[src/rtl/drum_seq_pkg.sv]
// rtl/drum_seq_pkg.sv - shared types and constants for the drum step sequencer
package drum_seq_pkg;

  typedef enum logic {IDLE, RUN} seq_state_t;

  localparam int MIN_PERIOD = 2;

endpackage

[src/rtl/seq_pattern_bank.sv]
// rtl/seq_pattern_bank.sv - shadow/active per-voice step patterns with copy-on-boundary
module seq_pattern_bank #(
  parameter int NUM_VOICES = 4,
  parameter int NUM_STEPS  = 16,
  parameter int VW         = $clog2(NUM_VOICES),
  parameter int SW         = $clog2(NUM_STEPS)
) (
  input  logic                  mclk,
  input  logic                  rst,
  input  logic                  wr_en,
  input  logic [VW-1:0]         wr_voice,
  input  logic [NUM_STEPS-1:0]  wr_data,
  input  logic                  copy,
  input  logic [SW-1:0]         step,
  output logic [NUM_VOICES-1:0] col
);

  logic [NUM_VOICES-1:0][NUM_STEPS-1:0] shadow;
  logic [NUM_VOICES-1:0][NUM_STEPS-1:0] active;

  // Matching against each legal index drops writes to non-existent voices.
  always_ff @(posedge mclk) begin
    if (rst) begin
      shadow <= '0;
      active <= '0;
    end else begin
      if (copy) begin
        active <= shadow;
      end
      for (int v = 0; v < NUM_VOICES; v++) begin
        if (wr_en && (wr_voice == VW'(v))) begin
          shadow[v] <= wr_data;
        end
      end
    end
  end

  // During a copy the column comes from the pattern about to become active,
  // so a boundary plays exactly what it latches.
  always_comb begin
    col = '0;
    for (int v = 0; v < NUM_VOICES; v++) begin
      col[v] = copy ? shadow[v][step] : active[v][step];
    end
  end

endmodule

[src/rtl/drum_step_sequencer.sv]
// rtl/drum_step_sequencer.sv - per-voice step pattern sequencer emitting gated trig pulses
module drum_step_sequencer
  import drum_seq_pkg::*;
#(
  parameter int NUM_VOICES  = 4,
  parameter int NUM_STEPS   = 16,
  parameter int PERIOD_BITS = 24,
  parameter int GATE_BITS   = 24
) (
  input  logic                          mclk,
  input  logic                          rst,
  input  logic                          run,
  input  logic [PERIOD_BITS-1:0]        step_period,
  input  logic [GATE_BITS-1:0]          gate_len,
  input  logic                          pat_wr_en,
  input  logic [$clog2(NUM_VOICES)-1:0] pat_wr_voice,
  input  logic [NUM_STEPS-1:0]          pat_wr_data,
  output logic [NUM_VOICES-1:0]         trig,
  output logic [$clog2(NUM_STEPS)-1:0]  step_idx,
  output logic                          step_strobe
);

  localparam int VW = $clog2(NUM_VOICES);
  localparam int SW = $clog2(NUM_STEPS);
  localparam int CW = (PERIOD_BITS > GATE_BITS) ? PERIOD_BITS : GATE_BITS;

  seq_state_t state_q, state_d;
  logic [PERIOD_BITS-1:0] tick_q, per_q, per_eff;
  logic [GATE_BITS-1:0]   gate_q, gate_eff;
  logic [SW-1:0]          step_cnt_q;
  logic [CW-1:0]          per_w, gate_w, gate_max;
  logic [NUM_VOICES-1:0]  col;
  logic                   boundary, copy;

  seq_pattern_bank #(
    .NUM_VOICES(NUM_VOICES),
    .NUM_STEPS (NUM_STEPS),
    .VW        (VW),
    .SW        (SW)
  ) u_bank (
    .mclk    (mclk),
    .rst     (rst),
    .wr_en   (pat_wr_en),
    .wr_voice(pat_wr_voice),
    .wr_data (pat_wr_data),
    .copy    (copy),
    .step    (step_cnt_q),
    .col     (col)
  );

  // Gate is clamped below P so every pulse is followed by at least one low cycle.
  always_comb begin
    per_eff  = (step_period < PERIOD_BITS'(MIN_PERIOD)) ? PERIOD_BITS'(MIN_PERIOD) : step_period;
    per_w    = CW'(per_eff);
    gate_w   = CW'(gate_len);
    gate_max = per_w - CW'(1);
    if (gate_w == '0) begin
      gate_eff = GATE_BITS'(1);
    end else if (gate_w > gate_max) begin
      gate_eff = GATE_BITS'(gate_max);
    end else begin
      gate_eff = gate_len;
    end
  end

  always_comb begin
    state_d  = state_q;
    boundary = 1'b0;
    copy     = 1'b0;
    case (state_q)
      IDLE: begin
        if (run) begin
          state_d = RUN;
          copy    = 1'b1;
        end
      end
      RUN: begin
        if (!run) begin
          state_d = IDLE;
        end else begin
          boundary = (tick_q == '0);
          copy     = boundary;
        end
      end
      default: state_d = IDLE;
    endcase
  end

  always_ff @(posedge mclk) begin
    if (rst) begin
      state_q     <= IDLE;
      tick_q      <= '0;
      per_q       <= PERIOD_BITS'(MIN_PERIOD);
      gate_q      <= '0;
      step_cnt_q  <= '0;
      trig        <= '0;
      step_idx    <= '0;
      step_strobe <= 1'b0;
    end else begin
      state_q     <= state_d;
      step_strobe <= boundary;
      if (state_q == RUN && run) begin
        if (boundary) begin
          tick_q     <= PERIOD_BITS'(1);
          per_q      <= per_eff;
          gate_q     <= gate_eff - GATE_BITS'(1);
          step_idx   <= step_cnt_q;
          step_cnt_q <= (step_cnt_q == SW'(NUM_STEPS - 1)) ? '0 : step_cnt_q + SW'(1);
          trig       <= col;
        end else begin
          tick_q <= (tick_q == per_q - PERIOD_BITS'(1)) ? '0 : tick_q + PERIOD_BITS'(1);
          if (gate_q != '0) begin
            gate_q <= gate_q - GATE_BITS'(1);
          end else begin
            trig <= '0;
          end
        end
      end else begin
        tick_q     <= '0;
        gate_q     <= '0;
        step_cnt_q <= '0;
        step_idx   <= '0;
        trig       <= '0;
      end
    end
  end

endmodule

[config.mk]
export PLATFORM = sky130hd
export DESIGN_NAME = drum_step_sequencer
export DESIGN_NICKNAME = d
export VERILOG_FILES = /design/src/rtl/drum_seq_pkg.sv /design/src/rtl/seq_pattern_bank.sv /design/src/rtl/drum_step_sequencer.sv
export SDC_FILE = /design/constraint.sdc
export NUM_CORES = 1
export LEC_CHECK = 0
export ABC_CLOCK_PERIOD_IN_PS = 9900
export CAP_MARGIN = 15
export CORE_ASPECT_RATIO = 1.5
export CORE_MARGIN = 2
export CORE_UTILIZATION = 36
export CTS_BUF_LIST = sky130_fd_sc_hd__clkbuf_2
export DETAILED_ROUTE_END_ITERATION = 16
export PLACE_DENSITY = 0.65
export SYNTH_ARGS = -nofsm -noshare
export SYNTH_HDL_FRONTEND = slang
export SYNTH_HIERARCHICAL = 1
export SYNTH_SLANG_ARGS = --single-unit
export TNS_END_PERCENT = 50
[constraint.sdc]
create_clock -name mclk -period 9.9 [get_ports mclk]
set_input_delay 2.97 -clock mclk [delete_from_list [all_inputs] [get_ports mclk]]
set_output_delay 2.97 -clock mclk [all_outputs]
set_load 0.01 [all_outputs]
==> results.toml <==
[final_layout]
nFillCells = 3237
regArea_sq_um = 4285
final_common_cell = "nand2_1"
final_cell_mix = "nand2_1, dfxtp_1, nor2_1"
fin_util_pct = 41.30
drive_gt1_share_pct = 12.81
multi_input_area_sq_um = 6963
syn2layout_area_growth_pct = 12.88
finalNetCount = 1516

[worst_setup_path]
startpoint_type = "input pin"
end_kind = "flip-flop"
critPathKind = "in -> reg"
cp.required_ns = 10.59
cp_cell_sequence = "clkdlybuf4s50_1 > or4_4 > nand4bb_4 > o21ai_0 > ha_1 > nand3_1 > nor4b_1 > buf_4 > nand2_1 > xor2_1 > ha_1 > nand4_1 > nor4_2 > o311ai_2 > and3_4 > nor4_1 > a311oi_1 > inv_1 > ha_1 > inv_1 > or4_1 > nor4b_4 > nand4_1 > a21oi_1"
r2r_slack_ns = 5.40
crit_path_frequent_cell = "ha_1"
crit_family = "simple AND/OR/NAND/NOR gates"
arrival_ns = 9.58
reg2reg_depth = 14
timing.rr.end = "gate_q[20]"
r2r-start = "tick_q[0]"
crit_path_max_fanout = 12
cpMaxStageDelayCell = "or4_1"
slowest_delay_ns = 0.68
critPathBufInv = 4

[timing]
period_needed_ns = 8.889
maxSlewHeadroom_pct = 39.60
worstMarginPinSlew_ns = 0.9061
finalCritPeriodShare_pct = 89.79
rsz0062_at_grt = "false"
drv_slew = 0
timing.fmax_ghz = 0.1125
final_hold_viol_count = 0
setup_viol = 0
finalClockSkew_ns = 0.07714
tns_ns = 0

[synthesis]
synthArstFlopShare_pct = 0
netlist_area_sq_um = 11680
synth_cells = 1348
ys.flop_type = "dfxtp_1"
syn_area_per_cell_sq_um = 8.667
ys_seq_area_share_pct = 36.67
synth_edf_count = 0
ys_types = 89
synth_seq_cells = 214
yosys_warnings = 6
synth_top_cell_by_area = "dfxtp_1"
syn-num-nets = 1448
synth.area.top_cells = "dfxtp_1, mux4_2, nand2_1"
synth_top_area_share_pct = 36.67

[pwr]
ir_drop_v = 0.00009051
cellPowerDensity_nw_per_um2 = 133.2
power.leakage_nw = 4.871

[routing]
drtPass1Iterations = 5
post_drt_via_cell_ratio = 5.515
wl_microns = 33340
routed-via-count = 10270
drc_errors = 0
drt_iter0_drc = 706
postRouteAntennaNets = 0
wl_per_cell_microns = 17.90

[min_path]
min-delay-start = "step_idx[0]"
min_to = "step_idx[0]"
hold_path_class = "reg -> reg"
holdPathStages = 2

[global_route]
grt_first_pass_wirelength_microns = 52860
antenna_found_initial = 1
grt_max_degree = 90
grt-ovfl-total = 0
grtUsageTotal_pct = 19.64
grt_pass1_vias = 9994

[die]
num_rows = 80
die_h_microns = 224.6
start_util_pct = 36.59
core_area_sq_um = 31930
die_width_microns = 151.1
io_pins = 79
die_area_sq_um = 33940

[cts]
insertion_delay_ns = 0.85
cts_root_buffer = "clkbuf_2"
cts_setup_buffers = 0
hold_buffers = 0
cts_tree = "done"
clockBufferDepth = 3
cts_resized = 0
numCtsBuffers = 54
clock-sinks = 214
htree_levels = 2
path_clk_slew_ns = 0.09

[place]
io_buffers = 78
dp_hpwl_microns = 24160
gp_congestion = 0.9389

[run_status]
outcome = "completed"

[job]
cap_violations = 0
-- per-stage QoR --
stage | std cells | worst slack [ns] | power (mW) | cell area [sq um] | hold slack, ns
global route | 1863 | 0.6675 | 1.856 | 13190 | 0.4895
CTS | 1862 | 1.170 | 1.785 | 13190 | 0.4635
detailed placement | 1770 | 0.2972 | 1.202 | 12730 | 0.4486
floorplan | 1348 | 1.202 | 1.104 | 11680 | 0.4458
finish | 1863 | 1.011 | 1.757 | 13190 | 0.4613
global placement | 1770 | 0.4442 | 1.200 | 12730 | 0.4432
-- worst max path at each step --
stage / start / cells after the start / to / slack, ns
floorplan: step_period[10] / 24 / gate_q[18] / 1.20
global placement: step_period[10] / 24 / gate_q[18] / 0.44
detailed placement: step_period[10] / 24 / gate_q[18] / 0.30
CTS: step_period[10] / 24 / gate_q[20] / 1.17
global route: step_period[10] / 24 / gate_q[20] / 0.67
finish: step_period[10] / 24 / gate_q[20] / 1.01
-- power by group --
part	leakage, nW	switching [mW]	total, mW	internal [mW]
clock	0.359	0.356	0.572	0.216
combinational	2.78	0.168	0.290	0.122
sequential	1.73	0.0162	0.895	0.879
total	4.87	0.541	1.76	1.22
-- worst reg2reg max path: cells and delay by family (launching register included) --
| kind | cells | cell delay, ns |
|---|---|---|
| flip-flops | 1 | 0.41 |
| AO/OA/AOI/OAI | 2 | 0.45 |
| AND/OR/NAND/NOR | 7 | 2.88 |
| buffers and inverters | 3 | 0.28 |
| adder cells (fa/ha/maj) | 2 | 0.34 |
-- flip-flops by register name, indices dropped and copies added, names as in the netlist --
| name | count |
|---|---|
| step_idx | 4 |
| gate_q | 24 |
| state_q | 1 |
| u_bank/active | 64 |
| trig | 4 |
| u_bank/shadow | 64 |
| tick_q | 24 |
| step_strobe | 1 |
| step_cnt_q | 4 |
| per_q | 24 |
-- Yosys cell counts, types with 7 or more instances --
cell type	instances
xor2_1	34
a31oi_1	8
dfxtp_1	214
ha_1	30
mux2i_1	70
mux4_2	40
nor2_1	154
inv_1	18
nand2_1	233
nor3_1	35
a21oi_1	134
a21o_1	7
nand4_1	16
and3_1	16
nor4_1	24
nand3_1	28
buf_1	11
xnor2_1	39
o31ai_1	7
o21ai_0	17
clkbuf_1	59
-- layout make-up --
class	count	share of cell area, %
Clock buffer	81	3.074
Tap cell	410	3.890
Clock inverter	11	0.3510
Sequential cell	214	32.49
Antenna cell	1	0.01897
Timing Repair Buffer	95	6.868
Inverter	18	0.5123
Multi-Input combinational cell	1033	52.79
-- per-layer routing --
layer / vias up / share of wire [%] / global-route usage (%)
li1: 4970 / - / -
met1: 4910 / 40 / 22.55
met2: 305 / 50 / 34.13
met3: 89 / 4.5 / 2.982
met4: 0 / 5.6 / 11.61
met5: - / 0 / 0
-- logic make-up after synthesis --
| logic type | after synthesis | share of synthesized area (%) |
|---|---|---|
| buffers and inverters | 101 | 3.855 |
| adders and majority gates | 30 | 3.213 |
| AOI/OAI and AO/OA | 237 | 12.72 |
| and+or+nand+nor | 576 | 23.51 |
| muxes | 115 | 14.19 |
| xor gates and xnor gates | 75 | 5.847 |
| DFF | 214 | 36.67 |
No activity file was read; power rests on OpenSTA's default activity.
